[src/rtl/gs_dac_mixer.sv]
// General Sound DAC mixer: time-multiplexed shift-add volume scaling of four channels,
// stereo accumulation, and first-order sigma-delta bitstreams for the RC output filters.
module gs_dac_mixer (
   input  logic        clk32,
   input  logic        rst_n,
   input  logic [7:0]  dac0,
   input  logic [7:0]  dac1,
   input  logic [7:0]  dac2,
   input  logic [7:0]  dac3,
   input  logic [5:0]  vol0,
   input  logic [5:0]  vol1,
   input  logic [5:0]  vol2,
   input  logic [5:0]  vol3,
   input  logic        mute,
   output logic [14:0] mix_l,
   output logic [14:0] mix_r,
   output logic        mix_stb,
   output logic        sd_l,
   output logic        sd_r
);

   logic [4:0]  fcnt_q;
   logic [13:0] samp_q, samp_d;
   logic [6:0]  vol_q, vol_d;
   logic [13:0] prod_q, prod_d;
   logic [14:0] acc_l_q, acc_l_d, acc_r_q, acc_r_d;
   logic [14:0] mix_l_q, mix_l_d, mix_r_q, mix_r_d;
   logic        mix_stb_q;
   logic [15:0] sd_acc_l_q, sd_acc_l_d, sd_acc_r_q, sd_acc_r_d;
   logic        sd_l_q, sd_r_q;

   logic [7:0]  dac_sel, dac_x;
   logic [5:0]  vol_sel;
   logic [13:0] prod_next;
   logic [14:0] prod_ext;
   logic        slot_load, slot_end, frame_end;
   logic [14:0] u_l, u_r;

   assign slot_load = (fcnt_q[2:0] == 3'd0);
   assign slot_end  = (fcnt_q[2:0] == 3'd7);
   assign frame_end = (fcnt_q == 5'd31);

   always_comb begin
      dac_sel = dac0;
      vol_sel = vol0;
      unique case (fcnt_q[4:3])
         2'd0: begin dac_sel = dac0; vol_sel = vol0; end
         2'd1: begin dac_sel = dac1; vol_sel = vol1; end
         2'd2: begin dac_sel = dac2; vol_sel = vol2; end
         2'd3: begin dac_sel = dac3; vol_sel = vol3; end
         default: ;
      endcase
   end

   assign dac_x     = dac_sel ^ 8'h80;
   assign prod_next = prod_q + (vol_q[0] ? samp_q : 14'd0);
   assign prod_ext  = {prod_next[13], prod_next};

   always_comb begin
      samp_d  = samp_q;
      vol_d   = vol_q;
      prod_d  = prod_q;
      acc_l_d = acc_l_q;
      acc_r_d = acc_r_q;
      mix_l_d = mix_l_q;
      mix_r_d = mix_r_q;
      if (slot_load) begin
         samp_d = {{6{dac_x[7]}}, dac_x};
         vol_d  = (vol_sel == 6'd63) ? 7'd64 : {1'b0, vol_sel};
         prod_d = 14'd0;
      end else begin
         // Walk the volume LSB-first while the sample doubles each cycle.
         prod_d = prod_next;
         samp_d = samp_q << 1;
         vol_d  = vol_q >> 1;
      end
      if (slot_end) begin
         if (fcnt_q[4]) acc_r_d = acc_r_q + prod_ext;
         else           acc_l_d = acc_l_q + prod_ext;
      end
      if (frame_end) begin
         // acc_r_d already holds channel 3's product completed this cycle.
         mix_l_d = mute ? 15'd0 : acc_l_d;
         mix_r_d = mute ? 15'd0 : acc_r_d;
         acc_l_d = 15'd0;
         acc_r_d = 15'd0;
      end
   end

   // Offset to unsigned by flipping the sign weight: u = mix + 16384.
   assign u_l = mix_l_q + 15'd16384;
   assign u_r = mix_r_q + 15'd16384;
   assign sd_acc_l_d = {1'b0, sd_acc_l_q[14:0]} + {1'b0, u_l};
   assign sd_acc_r_d = {1'b0, sd_acc_r_q[14:0]} + {1'b0, u_r};

   always_ff @(posedge clk32 or negedge rst_n) begin
      if (!rst_n) begin
         fcnt_q     <= 5'd0;
         samp_q     <= 14'd0;
         vol_q      <= 7'd0;
         prod_q     <= 14'd0;
         acc_l_q    <= 15'd0;
         acc_r_q    <= 15'd0;
         mix_l_q    <= 15'd0;
         mix_r_q    <= 15'd0;
         mix_stb_q  <= 1'b0;
         sd_acc_l_q <= 16'd0;
         sd_acc_r_q <= 16'd0;
         sd_l_q     <= 1'b0;
         sd_r_q     <= 1'b0;
      end else begin
         fcnt_q     <= fcnt_q + 5'd1;
         samp_q     <= samp_d;
         vol_q      <= vol_d;
         prod_q     <= prod_d;
         acc_l_q    <= acc_l_d;
         acc_r_q    <= acc_r_d;
         mix_l_q    <= mix_l_d;
         mix_r_q    <= mix_r_d;
         mix_stb_q  <= frame_end;
         sd_acc_l_q <= sd_acc_l_d;
         sd_acc_r_q <= sd_acc_r_d;
         sd_l_q     <= sd_acc_l_q[15];
         sd_r_q     <= sd_acc_r_q[15];
      end
   end

   assign mix_l   = mix_l_q;
   assign mix_r   = mix_r_q;
   assign mix_stb = mix_stb_q;
   assign sd_l    = sd_l_q;
   assign sd_r    = sd_r_q;

endmodule
[config.mk]
export PLATFORM = sky130hd
export DESIGN_NAME = gs_dac_mixer
export DESIGN_NICKNAME = d
export VERILOG_FILES = /design/src/rtl/gs_dac_mixer.sv
export SDC_FILE = /design/constraint.sdc
export NUM_CORES = 1
export LEC_CHECK = 0
export BUFFER_PORTS_ARGS = -buffer_cell sky130_fd_sc_hd__buf_4
export CORE_ASPECT_RATIO = 0.7
export CORE_UTILIZATION = 25
export CTS_CLUSTER_DIAMETER = 200
export DETAILED_ROUTE_END_ITERATION = 10
export HOLD_SLACK_MARGIN = 0.12
export PLACE_DENSITY = 0.41
export SYNTH_ARGS = -nofsm -noshare
export SYNTH_HDL_FRONTEND = slang
export SYNTH_SLANG_ARGS = --single-unit
[constraint.sdc]
create_clock -name clk32 -period 7.05 [get_ports clk32]
set_clock_uncertainty 0.15 [all_clocks]
set_input_delay 1.41 -clock clk32 [delete_from_list [all_inputs] [get_ports clk32]]
set_output_delay 1.41 -clock clk32 [all_outputs]
set_load 0.05 [all_outputs]
==> run metrics <==
CTS Sinks=between 100 and 150; Reg area=about 3400 um2; pre-CTS setup slack=~2.2 ns; GR Layer Usage met2=between 10% and 20%; Clk pwr share=approximately 29%; Worst R2R Setup Slack=about 2.2 ns; Post-Synth XOR/XNOR Area=5.591%; mux share of post-synthesis cell area=about 4.6%; Core Rows=54; gr usage total=between 10% and 20%; total negative slack=0 ns; Final setup viols=0; antenna violations before repair=0; Slew @ Worst Pin=1.004 ns; Post-synth EDFFs=0; GRT Max-Usage Layer=met1; RSZ-0062 raised after global routing=no; Post-CTS Setup Inserts=0; chip height=approximately 150 um; hpwl dp=roughly 15,000 um; Fillers=about 3,300; Flop pwr share=30.9%; crit path time final=4.869 ns; final instance area=~10000 um2; Hold EP=sd_r; hold depth=0; Post-Synth Adder-Cell Area=12.75%; first-pass GRT wire length=approximately 34,000 um; slack of the critical path=around 2.2 ns; Worst Path Arrival=roughly 5.0 ns; antenna cells=0; initial drt markers=~260; Slew HR=33.05%; element type at the critical path start=register; Synth Area in Simple Gates=between 10% and 20%; PwrDens=around 360 nW/um2; Placer Congestion=between 0.8 and 0.9; FF-to-FF Start=vol_q[0]; total vias in the final route=roughly 6,100; commonest cells after routing, fill and taps aside=dfrtp_1 (135), buf_4 (97), nor2_1 (75); FFs w/ async S/R, synth=100.0%; final core occ=around a third; Peak VDD IR=roughly 0.2 mV; crit path kind=reg2reg; multi-input logic area=4534 um2; Worst Setup SP=vol_q[0]; achievable clock frequency=205.4 MHz; die width=217.8 um; Power, Total=approximately 0.0036 W; Leak=around 4.6 nW; top fanout value on the critical path=14; Final Net Count=between 1,000 and 1,500; synthesized net count=954; Seq/Total Area, Yosys=roughly two fifths; Syn Area/Cell=~10 um2; maximum clock path buffer count=2; number of global-route vias before repair=6,286; R2R depth=20; Starting Density=25.76%; synthesized area=8147 um2; Residual DRC=0; WL per Instance=15.24 um; Hold Vio Cnt, Final=0; largest family of logic cells by synthesized area=compound AO/OA/AOI/OAI gates; Cells after Synth=815; run status=completed; GRT met1 Usage=between 10% and 20%; Root Buffer=clkbuf_16; most common cell after layout, fill and taps aside=dfrtp_1; Most used DFF post-synth=dfrtp_1; share of cells above drive strength 1=between 10% and 20%; post-synthesis cell type count=60; Placeable Area=31,620 um2; grt ovf=0; drt total wl=just over 20,000 um; Pint=between 0.002 and 0.0025 W; Worst-path clk slew=0.06 ns; Slew Viols, Final=0; hold_buf cts=0; CP endpoint kind=register; critical hold path startpoint=sd_acc_r_q[15]; Syn-to-layout area delta=22.65%; Buffers on Ports=between 90 and 100; HP Class=reg2reg; htree depth=4; max_cap viols=0; met3 track demand over resource=2.905%; sw power=between 0.001 and 0.0015 W; WP data required=just over 7 ns; largest net degree at the start of global routing=84; DP Area=just over 9000 um2; full die area=33,320 um2; TritonCTS clock tree=built; Clk Latency, worst-skew pair=approximately 0.43 ns; compound-gate portion of the synthesized area=17.59%; switching share of total power=approximately 36%; Top Ports=92; Tcrit/Tclk final=between 60% and 70%; via-per-instance ratio=between 4 and 5; total CTS buffers=17; Routed Antenna Nets=0; Comb pwr share=40.3%; CTS resizes=0; Synth warnings=0; worst reg2reg path endpoint=mix_r[14]; Pre-antenna DRT Iters=4; Yosys reg bits=between 100 and 150
## worst max-delay path by stage
| stage | endpoint | slack (ns) | cells past startpoint |
|---|---|---|---|
| after floorplan | mix_r[14] | 3.04 | 20 |
| after global placement | mix_r[14] | 2.32 | 20 |
| after detailed placement | mix_r[14] | 2.24 | 20 |
| after CTS | mix_r[14] | 2.22 | 20 |
| after global routing | mix_r[14] | 1.74 | 20 |
| final | mix_r[14] | 2.18 | 20 |
## cell type report
type,count,share of cell area (%)
clock buffer,20,4.570
tap,420,5.259
timing repair buffer,98,7.400
multi-input combinational,618,45.38
clock inverter,12,2.229
inverter,36,1.352
sequential,135,33.81
## sequential cells by signal, summed over array words and instances, names as in the netlist
| signal | flops |
|---|---|
| prod_q | 14 |
| sd_r | 1 |
| mix_stb | 1 |
| acc_l_q | 15 |
| mix_r | 15 |
| vol_q | 7 |
| mix_l | 15 |
| fcnt_q | 5 |
| sd_acc_r_q | 16 |
| sd_l | 1 |
| acc_r_q | 15 |
| samp_q | 14 |
| sd_acc_l_q | 16 |
## cell families after synthesis
| group | count (synthesis) |
|---|---|
| muxes | 20 |
| buffers and inverters | 62 |
| adders and majority gates | 80 |
| and+or+nand+nor | 255 |
| xor gates and xnor gates | 52 |
| AOI/OAI and AO/OA | 211 |
| DFF | 135 |
## power groups by stage
| stage | combinational, W | clock (W) | sequential [W] |
|---|---|---|---|
| 6_report | 0.00145 | 0.00104 | 0.00111 |
| 5_1_grt | 0.00161 | 0.00110 | 0.00114 |
| 4_1_cts | 0.00146 | 0.00107 | 0.00112 |
| 3_5_place_dp | 0.00145 | 0 | 0.00112 |
| 3_3_place_gp | 0.00146 | 0 | 0.00113 |
| 2_1_floorplan | 0.000927 | 0 | 0.00128 |
## Yosys cell counts, types with 5 or more instances
cell,n,area [um2]
a21oi_1,51,255.2
o2bb2ai_1,22,192.7
mux2i_1,6,60.06
nor2_1,75,281.5
xor2_1,11,96.34
a31oi_1,6,37.54
nor2b_1,14,87.58
nor3_1,17,85.08
nand3_1,9,45.04
xnor2_1,41,359.1
and2_1,29,181.4
a211oi_1,7,52.55
o31ai_1,5,37.54
nand2_1,71,266.5
inv_1,36,135.1
ha_1,75,938.4
fa_1,5,100.1
clkbuf_1,22,82.58
dfrtp_1,135,3378
o21a_1,15,112.6
mux4_2,14,315.3
o21ai_1,5,25.02
o21ai_0,41,205.2
a21o_1,15,112.6
nand2b_1,15,93.84
## metrics by stage
| step | hold WS [ns] | cells |
|---|---|---|
| floorplan | 0.1812 | 815 |
| global placement | 0.1839 | 1307 |
| detailed placement | 0.1856 | 1307 |
| CTS | 0.1990 | 1339 |
| global route | 0.2006 | 1339 |
| finish | 0.1959 | 1339 |
## per-layer routing
layer	vias up	wire, um
met4	0	234
met2	73	8442
li1	3104	-
met1	2954	11090
met3	13	643
met5	-	0
## worst max-delay path, stage by stage (launching register included)
cell       delay (ns)
dfrtp_1          0.54
and2_1           0.19
ha_1             0.20
inv_1            0.07
fa_1             0.40
nor2b_1          0.11
o21ai_0          0.10
a21boi_1         0.27
o2111ai_1        0.17
a31oi_1          0.22
o41ai_1          0.11
xnor2_1          0.48
ha_1             0.36
inv_1            0.09
o21bai_1         0.07
a21o_1           0.20
a2111oi_2        0.37
nor3_1           0.09
mux2i_1          0.21
xor2_1           0.23
o22ai_1          0.11
Power figures use the tool's default switching activity.
